<file path="src/rtl/fetch_unit.sv">
// Instruction fetch stage: owns the PC, reads 16-bit words over a req/ack port
// and hands each word to decode through a one-entry valid/ready buffer.
module fetch_unit #(
  parameter logic [15:0] RESET_PC = 16'h0000
) (
  input  logic        clk,
  input  logic        rst_n,
  output logic        imem_req,
  output logic [15:0] imem_addr,
  input  logic        imem_ack,
  input  logic [15:0] imem_data,
  output logic        inst_valid,
  input  logic        inst_ready,
  output logic [15:0] inst,
  output logic [15:0] inst_pc,
  output logic [15:0] inst_pc_plus2,
  input  logic        redirect,
  input  logic [15:0] redirect_pc,
  output logic        halted,
  output logic [2:0]  dbg_state_o
);

  typedef enum logic [2:0] {
    S_IDLE   = 3'd0,
    S_FETCH  = 3'd1,
    S_FLUSH  = 3'd2,
    S_DRAIN  = 3'd3,
    S_HALTED = 3'd4
  } state_e;

  state_e      state_q, state_d;
  logic [15:0] pc_q, pc_d;
  logic [15:0] addr_q, addr_d;
  logic [15:0] inst_q, inst_d;
  logic [15:0] inst_pc_q, inst_pc_d;
  logic        valid_q, valid_d;
  logic [15:0] target;
  logic        handshake;

  // Memory side: imem_req/imem_addr hold until imem_ack; an ack with no request
  // is ignored. Decode side: a word moves when inst_valid & inst_ready.
  assign target    = redirect_pc & 16'hFFFE;
  assign handshake = valid_q & inst_ready;

  always_ff @(posedge clk or negedge rst_n) begin
    if (!rst_n) begin
      state_q   <= S_IDLE;
      pc_q      <= RESET_PC;
      addr_q    <= RESET_PC;
      inst_q    <= 16'h0000;
      inst_pc_q <= 16'h0000;
      valid_q   <= 1'b0;
    end else begin
      state_q   <= state_d;
      pc_q      <= pc_d;
      addr_q    <= addr_d;
      inst_q    <= inst_d;
      inst_pc_q <= inst_pc_d;
      valid_q   <= valid_d;
    end
  end

  always_comb begin
    state_d   = state_q;
    pc_d      = pc_q;
    addr_d    = addr_q;
    inst_d    = inst_q;
    inst_pc_d = inst_pc_q;
    valid_d   = valid_q;
    case (state_q)
      S_IDLE: state_d = S_FETCH;
      S_FETCH: begin
        if (redirect) begin
          pc_d    = target;
          valid_d = 1'b0;
          // Without an ack the old read is still in flight; remember its address.
          if (!imem_ack) begin
            addr_d  = pc_q;
            state_d = S_FLUSH;
          end
        end else if (imem_ack) begin
          inst_d    = imem_data;
          inst_pc_d = pc_q;
          valid_d   = 1'b1;
          pc_d      = pc_q + 16'd2;
          state_d   = S_DRAIN;
        end
      end
      S_FLUSH: begin
        if (redirect) begin
          pc_d    = target;
          valid_d = 1'b0;
        end
        if (imem_ack) state_d = S_FETCH;
      end
      S_DRAIN: begin
        if (redirect) begin
          pc_d    = target;
          valid_d = 1'b0;
          state_d = S_FETCH;
        end else if (handshake) begin
          valid_d = 1'b0;
          state_d = (inst_q[15:12] == 4'hF) ? S_HALTED : S_FETCH;
        end
      end
      S_HALTED: valid_d = 1'b0;
      default:  state_d = S_IDLE;
    endcase
  end

  assign imem_req      = (state_q == S_FETCH) || (state_q == S_FLUSH);
  assign imem_addr     = (state_q == S_FLUSH) ? addr_q : pc_q;
  assign inst_valid    = valid_q;
  assign inst          = inst_q;
  assign inst_pc       = inst_pc_q;
  assign inst_pc_plus2 = inst_pc_q + 16'd2;
  assign halted        = (state_q == S_HALTED);
  assign dbg_state_o   = state_q;

endmodule

</file>
<file path="config.mk">
export PLATFORM = sky130hd
export DESIGN_NAME = fetch_unit
export DESIGN_NICKNAME = d
export VERILOG_FILES = /design/src/rtl/fetch_unit.sv
export SDC_FILE = /design/constraint.sdc
export NUM_CORES = 1
export LEC_CHECK = 0
export CAP_MARGIN = 15
export CORE_ASPECT_RATIO = 0.9
export CORE_MARGIN = 5
export CORE_UTILIZATION = 40
export DETAILED_ROUTE_END_ITERATION = 16
export MAX_ROUTING_LAYER = met4
export PLACE_DENSITY = 0.7
export SKIP_LAST_GASP = 1
export SYNTH_ARGS = -nofsm -noshare
export SYNTH_HDL_FRONTEND = slang
export SYNTH_SLANG_ARGS = --single-unit
export TNS_END_PERCENT = 5
</file>
<file path="constraint.sdc">
create_clock -name clk -period 5 [get_ports clk]
set_input_delay 1 -clock clk [delete_from_list [all_inputs] [get_ports clk]]
set_output_delay 1 -clock clk [all_outputs]
set_load 0.005 [all_outputs]
</file>
Word-level counts from Yosys, hierarchy flattened
Index checks and enable logic that the tools add are counted.
- bits in registers: 68
- output and inout port bits: 70
- word-level logic and storage cells: 52
- input bits: 37
- bitwise operators: 4
- reductions and logical operators: 10
- multiplexer cells: 19
- eq/ne operators: 11
- add/sub/neg operators: 2
- operator list (cell ; number):
    16-bit two-way mux ; 4
    16-bit by 2-bit adder with 16-bit output (second input constant) ; 2
    16-bit case mux with 2 select lines ; 1
    3-bit two-way mux ; 7
    3-bit case mux with 5 select lines ; 1
    3-bit != test (second input constant) ; 3
    3-bit AND reduction ; 3
    3-bit by 2-bit equality test with 1-bit output (second input constant) ; 2
    1-bit two-way mux ; 5
    5-bit AND reduction ; 1
    4-bit equality test (second input constant) ; 1
    2-bit != test (second input constant) ; 2
    1-bit case mux with 4 select lines ; 1
    4-bit AND reduction ; 1
    4-bit nonzero test ; 1
    3-bit by 1-bit equality test with 1-bit output (second input constant) ; 1
    3-bit equality test (second input constant) ; 1
    3-bit logical NOT ; 1
    1-bit NOT ; 3
    2-bit by 1-bit != test with 1-bit output (second input constant) ; 1
    2-bit nonzero test ; 1
    2-bit OR reduction ; 1
    1-bit AND ; 1
    1-bit logical OR ; 1

Longest topological paths before layout
- depth after elaboration: 5
- mapped depth: 6
- depth with buffers taken out: 5

Least setup slack after synthesis
Ideal clock, no wire load.
- path type: reg2out
- from: register state_q[0] (netlist: dbg_state_o[0])
- to: output port imem_addr[10]
- required time: 4000 ps
- stages on the path, launching flop included: 6
- data arrival time: 1721 ps
- path slack: 2279 ps
- path through: dfrtp_1 -> buf_2 -> nand2b_1 -> nor2_1 -> buf_2 -> mux2_2
- word-level cells in the longest chain between the ends: 2
- RTL lines (element ; RTL line ; RTL):
    from (decl) ; 31 ; state_e state_q, state_d;
    from (signal assigned) ; 54 ; state_q <= state_d;
    3-bit by 2-bit equality test with 1-bit output ; 112 ; assign imem_addr = (state_q == S_FLUSH) ? addr_q : pc_q;
    16-bit two-way mux ; 112 ;
    to (decl) ; 9 ; output logic [15:0] imem_addr,
No other way between the ends.

Final worst setup path
- from: register state_q[1] (netlist: dbg_state_o[1])
- to: output port imem_addr[8]
The elaborated chain is that of the path after synthesis.

==> metrics.md <==
| Metric | Value |
|---|---|
| Critical path capture point type | primary output |
| First-pass GRT wire length | 14700 um |
| Post-CTS resize count | 0 |
| Flop pwr share | 37.6% |
| Unrepaired setup endpoints after global routing | false |
| Seq cells post-synth | 65 |
| Multi-input gate area | 1720 um2 |
| Nets | 454 |
| Post-synthesis cell area | 3470 um2 |
| ANT cells | 0 |
| DIE HEIGHT | 98.4 um |
| Worst setup SP type | register |
| Final Util | 55.9% |
| Die area | 10600 um2 |
| IO Port Bufs | 102 |
| Sw frac | 35.5% |
| Pwr Density | 622 nW/um2 |
| Gpl congestion | 0.890 |
| WL per Instance | 16.2 um |
| Least-Margin Pin Slew | 0.625 ns |
| Cells after DPL | 522 |
| Total global routing overflow | 0 |
| Max-cap violations | 0 |
| Worst slew margin | 58.3% |
| Total number of vias | 2847 |
| TritonCTS Buffers | 9 |
| Post-synthesis cell count | 314 |
| I/O pin count | 107 |
| Hold Path Stages | 1 |
| Most common flop cell mapped by yosys | dfrtp_1 |
| Share of flip-flops with an asynchronous set or reset | 100% |
| Die X | 108 um |
| Crit Path Max Fanout | 17 |
| Initial Util | 40.7% |
| Final Cycle Share | 66.7% |
| Vias per cell | 5.28 |
| Final Setup Violations | 0 |
| Fillers | 792 |
| P&R area growth vs syn | 37.1% |
| Worst EP required | 4.00 ns |
| CTS Buffer Depth | 2 |
| Num rows | 32 |
| Reg area | 1630 um2 |
| Final Skew | 0.0117 ns |
| Synth warn | 0 |
| Design area | 4760 um2 |
| Clock root cell | clkbuf_8 |
| Gr usage total | 17.8% |
| Worst-Skew Late Latency | 0.35 ns |
| VDD IR-drop max | 0.000292 V |
| TritonCTS clock tree | done |
| Status | finished clean |
| CTS HTree Levels | 3 |
| Final Non-Filler Cells | 539 |
| Hold buffer count at cts | 0 |
| EDFF count, synth | 0 |
| Most frequent cells in the layout | clkdlybuf4s50_1 (101), dfrtp_1 (65), mux2_2 (57) |
| Seq/Total Area, Yosys | 46.8% |
| Slew Viols, Final | 0 |
| Min cycle time layout | 3.33 ns |
| Mapped Avg Cell Area | 11.1 um2 |
| Vias in the first global route | 2889 |
| # Post-CTS Setup Buffers | 0 |
| Reg2reg path depth | 4 |
| Power share of the clock group | 13.6% |
| Final TNS setup | 0 ns |
| Initial antenna violation count | 0 |
| Arrival @ worst endpoint | 2.33 ns |
| Lkg Pwr | 1.90 nW |
| Critical path type | register to primary output |
| Most common cell after layout, fill and taps aside | clkdlybuf4s50_1 |
| ANT nets after route | 0 |
| Core area | 8530 um2 |
| CTS sink count | 65 |
| DRC | 0 |
| Pre-CTS WS | 1.64 ns |
| Post-synth cell types | 53 |
| First drt pass iteration count | 4 |
| Initial drt markers | 130 |
| P_sw | 1.05 mW |
| Final Hold Fails | 0 |
| Clock slew at reported path FFs | 0.07 ns |
| Worst setup margin | 1.67 ns |
| Fmax | 300 MHz |
| Drt total wl | 8760 um |
| Area after DPL | 4570 um2 |
| Logic gate share of total power | 48.8% |
| Worst min-delay path class | register to register |
| Placed wire-length estimate | 6460 um |
| Share of layout cells above drive strength 1 | 21.2% |
| Internal Power | 1.91 mW |
| Largest net degree at the start of global routing | 40 |
## layer usage
metal / vias to the layer above / track usage (%) / wire (um)
met5: - / - / 0
met4: 0 / 5.34 / 94
met3: 10 / 3.83 / 437
met2: 80 / 28.0 / 4380
met1: 1401 / 23.0 / 3840
li1: 1356 / - / -
## cells by family (layout without fill, tap and decap cells)
kind of cell / after synthesis / in the layout / share of synthesized area (%)
other: 1 / 3 / 0.108
XOR/XNOR: 13 / 13 / 3.28
adder cells (fa/ha/maj): 2 / 2 / 0.720
AO/OA/AOI/OAI: 54 / 54 / 10.6
flip-flops: 65 / 65 / 46.8
AND/OR/NAND/NOR: 92 / 92 / 15.1
buffers and inverters: 27 / 131 / 3.96
multiplexers: 60 / 60 / 19.3
## worst max-delay path, cell delays in order, from the launching register on
cell and delay [ns]:
dfrtp_1 0.62, nand2b_1 0.19, nor2_1 0.12, buf_4 0.25, mux2_2 0.37, clkdlybuf4s50_1 0.45
## power by group through the flow
stage	sequential (mW)	clock, mW	combinational (mW)
after floorplan	1.00	0	0.760
after global placement	1.10	0	1.44
after detailed placement	1.12	0	1.46
after CTS	1.11	0.414	1.47
after global routing	1.17	0.440	1.58
final	1.11	0.403	1.45
## area by class of cell
class,count,area share [%]
Multi-Input combinational cell,224,36.0
Sequential cell,65,34.1
Timing Repair Buffer,108,22.4
Tap cell,119,3.13
Clock buffer,10,2.89
Clock inverter,6,0.893
Inverter,7,0.552
## cell usage after synthesis (7+ instances only)
| cell | count | area share (%) |
|---|---|---|
| a21oi_1 | 13 | 1.9 |
| and3_1 | 7 | 1.3 |
| buf_2 | 11 | 1.6 |
| dfrtp_1 | 65 | 47 |
| inv_1 | 7 | 0.76 |
| mux2_2 | 57 | 18 |
| nand2_1 | 18 | 1.9 |
| nand3_1 | 14 | 2.0 |
| nor2_1 | 14 | 1.5 |
| o21ai_0 | 11 | 1.6 |
| xnor2_1 | 7 | 1.8 |
## per-stage QoR
step,power [mW],hold WS [ns]
detailed placement,2.58,0.492
CTS,2.99,0.510
finish,2.96,0.506
floorplan,1.76,0.475
global placement,2.54,0.483
global route,3.19,0.521
## state kept, by name, indices dropped and copies added, names as in the netlist
register     cells
dbg_state_o      3
inst            16
pc_q            15
addr_q          15
inst_valid       1
inst_pc         15
## worst paths after layout
check                                           startpoint                       to  slack (ns)
max in group asynchronous                            rst_n  inst_pc[14]$_DFFE_PN0P_        3.39
worst max register to register  dbg_state_o[1]$_DFFE_PN0P_      pc_q[8]$_DFFE_PN0P_        2.93
worst min register to register       addr_q[4]$_DFFE_PN0P_    addr_q[4]$_DFFE_PN0P_        0.51
min in group asynchronous                            rst_n     inst[15]$_DFFE_PN0P_        0.67
worst max-delay path            dbg_state_o[1]$_DFFE_PN0P_             imem_addr[8]        1.67
worst min-delay path                 addr_q[4]$_DFFE_PN0P_    addr_q[4]$_DFFE_PN0P_        0.51
Note: power is estimated with default switching activity, not from simulation.
